**src/rtl/pack_s3_stream.sv**
```systemverilog
// Streaming S3 packer: one ternary coefficient in per beat, five trits out per byte (base 3).
// Latency: a byte reaches out_byte/out_valid one cycle after its last trit is accepted (empty FIFO).
// Backpressure: in_ready drops while the output FIFO is full; out_valid follows FIFO occupancy.
//
// Ports: clk/rst (synchronous, active-high); start begins a frame in IDLE;
//   in_valid/in_ready/in_trit = trit input stream (00=0, 01=1, 10=2, 11=illegal);
//   out_valid/out_ready/out_byte/out_last = packed byte stream from the FIFO head;
//   busy = frame in progress, done = one-cycle pulse after the final byte pops,
//   err = sticky illegal-trit flag.
// Optional feature macro: PACK_S3_CHECK_EN (builds the illegal-trit check; otherwise err is tied 0).
module pack_s3_stream #(
    parameter int N_TRITS    = 700,
    parameter int FIFO_DEPTH = 4
) (
    input  logic       clk,
    input  logic       rst,
    input  logic       start,
    input  logic       in_valid,
    output logic       in_ready,
    input  logic [1:0] in_trit,
    output logic       out_valid,
    input  logic       out_ready,
    output logic [7:0] out_byte,
    output logic       out_last,
    output logic       busy,
    output logic       done,
    output logic       err
);
    localparam int AW = $clog2(FIFO_DEPTH);
    localparam int CW = (N_TRITS > 1) ? $clog2(N_TRITS) : 1;

    typedef enum logic [1:0] {IDLE, PACK, DRAIN} state_t;

    state_t        state;
    logic [CW-1:0] trit_cnt;
    logic [2:0]    grp_idx;
    logic [7:0]    acc;

    // FIFO entry: {last flag, byte}
    logic [8:0]    mem [FIFO_DEPTH];
    logic [AW-1:0] wr_ptr;
    logic [AW-1:0] rd_ptr;
    logic [AW:0]   occ;
    logic          fifo_full;

    logic          accept;
    logic          pop;
    logic          push;
    logic          last_trit;
    logic [1:0]    trit_val;
    logic [7:0]    weight;
    logic [7:0]    term;
    logic [7:0]    packed_byte;
    logic [8:0]    head;

    assign fifo_full = (occ == (AW+1)'(FIFO_DEPTH));
    assign out_valid = (occ != '0);
    assign head      = mem[rd_ptr];
    assign out_byte  = head[7:0];
    assign out_last  = out_valid & head[8];

    assign in_ready  = (state == PACK) & ~fifo_full;
    assign accept    = in_valid & in_ready;
    assign pop       = out_valid & out_ready;
    assign last_trit = (trit_cnt == CW'(N_TRITS - 1));
    assign push      = accept & ((grp_idx == 3'd4) | last_trit);

    // Illegal code 11 contributes nothing to the byte.
    assign trit_val  = (in_trit == 2'b11) ? 2'b00 : in_trit;

    always_comb begin
        weight = 8'd1;
        case (grp_idx)
            3'd0:    weight = 8'd1;
            3'd1:    weight = 8'd3;
            3'd2:    weight = 8'd9;
            3'd3:    weight = 8'd27;
            default: weight = 8'd81;
        endcase
    end

    // Trit 2 doubles the weight; the group maximum 242 still fits in 8 bits.
    assign term        = trit_val[1] ? (weight << 1) : (trit_val[0] ? weight : 8'd0);
    assign packed_byte = acc + term;

    always_ff @(posedge clk) begin
        if (rst) begin
            state    <= IDLE;
            trit_cnt <= '0;
            grp_idx  <= '0;
            acc      <= '0;
            busy     <= 1'b0;
            done     <= 1'b0;
        end else begin
            done <= 1'b0;
            case (state)
                IDLE: begin
                    if (start) begin
                        state    <= PACK;
                        busy     <= 1'b1;
                        trit_cnt <= '0;
                        grp_idx  <= '0;
                        acc      <= '0;
                    end
                end
                PACK: begin
                    if (accept) begin
                        trit_cnt <= trit_cnt + CW'(1);
                        if (last_trit)
                            state <= DRAIN;
                        if (push) begin
                            acc     <= '0;
                            grp_idx <= '0;
                        end else begin
                            acc     <= packed_byte;
                            grp_idx <= grp_idx + 3'd1;
                        end
                    end
                end
                DRAIN: begin
                    // The flagged entry is the final byte of the frame.
                    if (pop && out_last) begin
                        state <= IDLE;
                        busy  <= 1'b0;
                        done  <= 1'b1;
                    end
                end
                default: state <= IDLE;
            endcase
        end
    end

    always_ff @(posedge clk) begin
        if (rst) begin
            wr_ptr <= '0;
            rd_ptr <= '0;
            occ    <= '0;
            for (int i = 0; i < FIFO_DEPTH; i++)
                mem[i] <= '0;
        end else begin
            if (push) begin
                mem[wr_ptr] <= {last_trit, packed_byte};
                wr_ptr      <= wr_ptr + AW'(1);
            end
            if (pop)
                rd_ptr <= rd_ptr + AW'(1);
            case ({push, pop})
                2'b10:   occ <= occ + (AW+1)'(1);
                2'b01:   occ <= occ - (AW+1)'(1);
                default: occ <= occ;
            endcase
        end
    end

`ifdef PACK_S3_CHECK_EN
    always_ff @(posedge clk) begin
        if (rst)
            err <= 1'b0;
        else if (state == IDLE && start)
            err <= 1'b0;
        else if (accept && in_trit == 2'b11)
            err <= 1'b1;
    end
`else
    assign err = 1'b0;
`endif

endmodule

```
**config.mk**
```make
export PLATFORM = sky130hd
export DESIGN_NAME = pack_s3_stream
export DESIGN_NICKNAME = d
export VERILOG_FILES = /design/src/rtl/pack_s3_stream.sv
export SDC_FILE = /design/constraint.sdc
export NUM_CORES = 1
export LEC_CHECK = 0
export CAP_MARGIN = 25
export CELL_PAD_IN_SITES_DETAIL_PLACEMENT = 1
export CELL_PAD_IN_SITES_GLOBAL_PLACEMENT = 2
export CORE_MARGIN = 8
export CORE_UTILIZATION = 33
export DETAILED_ROUTE_END_ITERATION = 10
export DONT_BUFFER_PORTS = 1
export PLACE_DENSITY_LB_ADDON = 0.1
export SYNTH_ARGS = -nofsm -noshare
export SYNTH_HDL_FRONTEND = slang
export SYNTH_SLANG_ARGS = --single-unit
```
**constraint.sdc**
```tcl
create_clock -name clk -period 2.95 [get_ports clk]
set_input_delay 0.7375 -clock clk [delete_from_list [all_inputs] [get_ports clk]]
set_output_delay 0.7375 -clock clk [all_outputs]
set_load 0.02 [all_outputs]
```
==> impl_metrics.env <==
export IMPL_clkLatencyLatePin_ps=340
export IMPL_ant_nets=0
export IMPL_p_total_w=0.00185
export IMPL_setup_tns_ps=0
export IMPL_numCtsBuffers=9
export IMPL_routed_wl_mm=7.63
export IMPL_crit_path_cell_trace="ha_1 > ha_1 > o21ai_0 > o21ai_0 > ha_1 > a21o_1 > a21oi_1 > o21ai_0 > xnor2_2 > nor2_1"
export IMPL_drt_iter0_markers=70
export IMPL_setup_viol=0
export IMPL_synth_edf_count=36
export IMPL_cts_tree="built"
export IMPL_portBuffers=0
export IMPL_crit_required_ps=3040
export IMPL_initial_utilization=0.336
export IMPL_ys_seq_area_frac=0.515
export IMPL_wl_met3_um=192
export IMPL_finClkSkew_ps=13.0
export IMPL_yosysWarnings=0
export IMPL_num_fill_cells=1144
export IMPL_grt_usage=0.117
export IMPL_synthesis_nets=338
export IMPL_routed_via_density=4.87
export IMPL_met1_length_mm=3.63
export IMPL_die_area_sq_um=13900
export IMPL_hold_end="acc[6]"
export IMPL_whs_ps=459
export IMPL_final_common_cell="nor2_1"
export IMPL_cts_resized=0
export IMPL_syn_inst=316
export IMPL_internal_power_w=0.00139
export IMPL_yosysTopAreaCellShare=0.316
export IMPL_path_clk_slew_ps=90
export IMPL_powerDensity_nw_per_um2=487
export IMPL_status="complete, no violations"
export IMPL_dp_cells=451
export IMPL_combPwrFrac=0.050
export IMPL_cpMaxStageDelayCell="dfxtp_1"
export IMPL_fin_ws_ps=333
export IMPL_preCtsSetupSlack_ps=52.3
export IMPL_cts_hold_buf=0
export IMPL_gp_congestion=0.717
export IMPL_dieWidth_um=118
export IMPL_rsz0062_at_grt="no"
export IMPL_clkPwrFrac=0.379
export IMPL_grt_pass1_vias=2410
export IMPL_grt_overflow_total=0
export IMPL_synth_area_sq_um=3420
export IMPL_crit_type="register to register"
export IMPL_drive_gt1_frac=0.169
export IMPL_routed_wl_met2_mm=3.72
export IMPL_maxSlewViolCount=0
export IMPL_layout_common_cells="nor2_1, edfxtp_1, dfxtp_1, inv_1, ha_1"
export IMPL_slew_headroom=0.642
export IMPL_crit_cells=10
export IMPL_critPathMaxStageDelay_ps=340
export IMPL_stdcell_count=467
export IMPL_fin_crit_sh=0.887
export IMPL_design_core_area_sq_um=10200
export IMPL_ir_drop_mv=0.225
export IMPL_r2r_slack_ps=330
export IMPL_fin_nets=348
export IMPL_worstSetupStartpointType="register"
export IMPL_hold_class="register to register"
export IMPL_syn_mean_instance_area_sq_um=10.8
export IMPL_r2r_end="mem[0][5]"
export IMPL_pwr_share_seq=0.571
export IMPL_worst_slew_pin_slew_ps=537
export IMPL_endpoint_kind="register"
export IMPL_via_count=2273
export IMPL_worst_ep_arrival_time_ps=2710
export IMPL_die_h_um=118
export IMPL_post_dp_hpwl_mm=5.47
export IMPL_clkSinkCount=70
export IMPL_diodes=0
export IMPL_postCtsSetupBuffers=0
export IMPL_drc=0
export IMPL_ys_seq_elements=70
export IMPL_min_from="acc[6]"
export IMPL_cp_top_family="compound AO/OA/AOI/OAI gates"
export IMPL_swShare=0.249
export IMPL_io_pins=21
export IMPL_clockRootBuffer="clkbuf_8"
export IMPL_yosys_area_top_type="edfxtp_1"
export IMPL_clockBufferDepth=2
export IMPL_worstPathMaxFanout=5
export IMPL_synthFlopType="edfxtp_1"
export IMPL_p_leak_nw=1.32
export IMPL_dr_max_layer_used="met4"
export IMPL_antenna_found_initial=0
export IMPL_area_growth_pct=10.9
export IMPL_switchingPower_w=0.000460
export IMPL_fin_crit_ps=2620
export IMPL_ys_async_sr_fraction=0
export IMPL_final_hold_viol_count=0
export IMPL_r2r_start="grp_idx[1]"
export IMPL_grt_pass1_wl_mm=12.8
export IMPL_critPathBufInv=0
export IMPL_max_cap_viol_count=0
export IMPL_first_pass_iters=4
export IMPL_wl_per_cell_um=16.3
export IMPL_hold_depth=2
export IMPL_synth_area_top_cells="edfxtp_1, dfxtp_1, nor2_1, mux4_2, ha_1"
export IMPL_fmax_ghz=0.382
export IMPL_reg2reg_depth=10
export IMPL_num_rows=37
export IMPL_grt_max_degree=35
export IMPL_synth_cell_type_count=48
export IMPL_cts_max_level=3
registers in the layout, summed over array words and instances, names as in the netlist, 2 cells and up, named ones only:
name      count
grp_idx       3
wr_ptr        2
rd_ptr        2
occ           3
trit_cnt     10
acc           8
mem          36
state         2
how the worst max path moves through the flow:
stage | to | start | slack (ps)
global placement | mem[0][6] | in_trit[1] | 100
floorplan | mem[0][5] | in_trit[1] | 360
finish | mem[0][5] | grp_idx[1] | 330
detailed placement | mem[0][5] | in_trit[1] | 50
global route | mem[0][5] | grp_idx[1] | 80
CTS | mem[0][5] | grp_idx[1] | 180
metrics by stage:
stage | cell area [sq um] | util
after floorplan | 3420 | -
after global placement | 3610 | 0.355
after detailed placement | 3610 | 0.355
after CTS | 3780 | 0.371
after global routing | 3790 | 0.372
final | 3790 | 0.372
power groups by stage:
stage | Sequential (W) | Clock (W) | Combinational (W)
after floorplan | 0.00107 | 0 | 0.0000738
after global placement | 0.00107 | 0 | 0.0000939
after detailed placement | 0.00108 | 0 | 0.0000941
after CTS | 0.00105 | 0.000728 | 0.0000947
after global routing | 0.00106 | 0.000788 | 0.000101
final | 0.00105 | 0.000700 | 0.0000926
Yosys cell counts, types with 2 or more instances:
master,n
a21o_1,3
o21a_1,2
nand2_1,10
fa_1,2
a22oi_1,2
o31ai_1,3
inv_1,13
mux2i_1,2
a2bb2oi_1,5
nand3_1,5
and2_1,4
nor2b_1,4
edfxtp_1,36
nand4_1,3
buf_2,2
clkbuf_1,7
nor4_1,2
o21ai_0,10
buf_4,3
mux4_2,9
or2_2,3
xnor2_1,9
or3_1,7
dfxtp_1,34
xor2_1,7
nor3_1,3
ha_1,13
nor2_1,65
nand3b_1,3
nor3b_1,2
a21oi_1,12
nand2b_1,8
nor2_2,8
per-layer routing:
layer,track usage,up-vias
li1,-,1128
met1,0.144,1118
met2,0.195,21
met3,0.0288,6
met4,0.0432,0
met5,0,-
cell type report:
type                            count  area (sq um)  share of cell area
Timing Repair Buffer               12          90.1              0.0237
Clock inverter                      6          43.8              0.0115
Tap cell                          136           170              0.0449
Clock buffer                       10           128              0.0336
Sequential cell                    70          1760               0.464
Inverter                           13          48.8              0.0129
Multi-Input combinational cell    220          1550               0.409
logic make-up (layout without fill, tap and decap cells):
kind of cell,Yosys count,count (layout),synth area share
adders and majority gates,15,15,0.0592
muxes,11,11,0.0651
DFF,70,70,0.515
xor gates and xnor gates,16,16,0.0410
AOI/OAI and AO/OA,43,43,0.0859
other,1,1,0.00110
and+or+nand+nor,134,134,0.198
buffers and inverters,26,41,0.0347
worst reg2reg max path: stages, from the launching register on:
cell and delay [ps]:
dfxtp_1 340, ha_1 190, ha_1 180, o21ai_0 210, o21ai_0 160, ha_1 300, a21o_1 170, a21oi_1 250
o21ai_0 200, xnor2_2 290, nor2_1 90
Power figures use the tool's default switching activity.
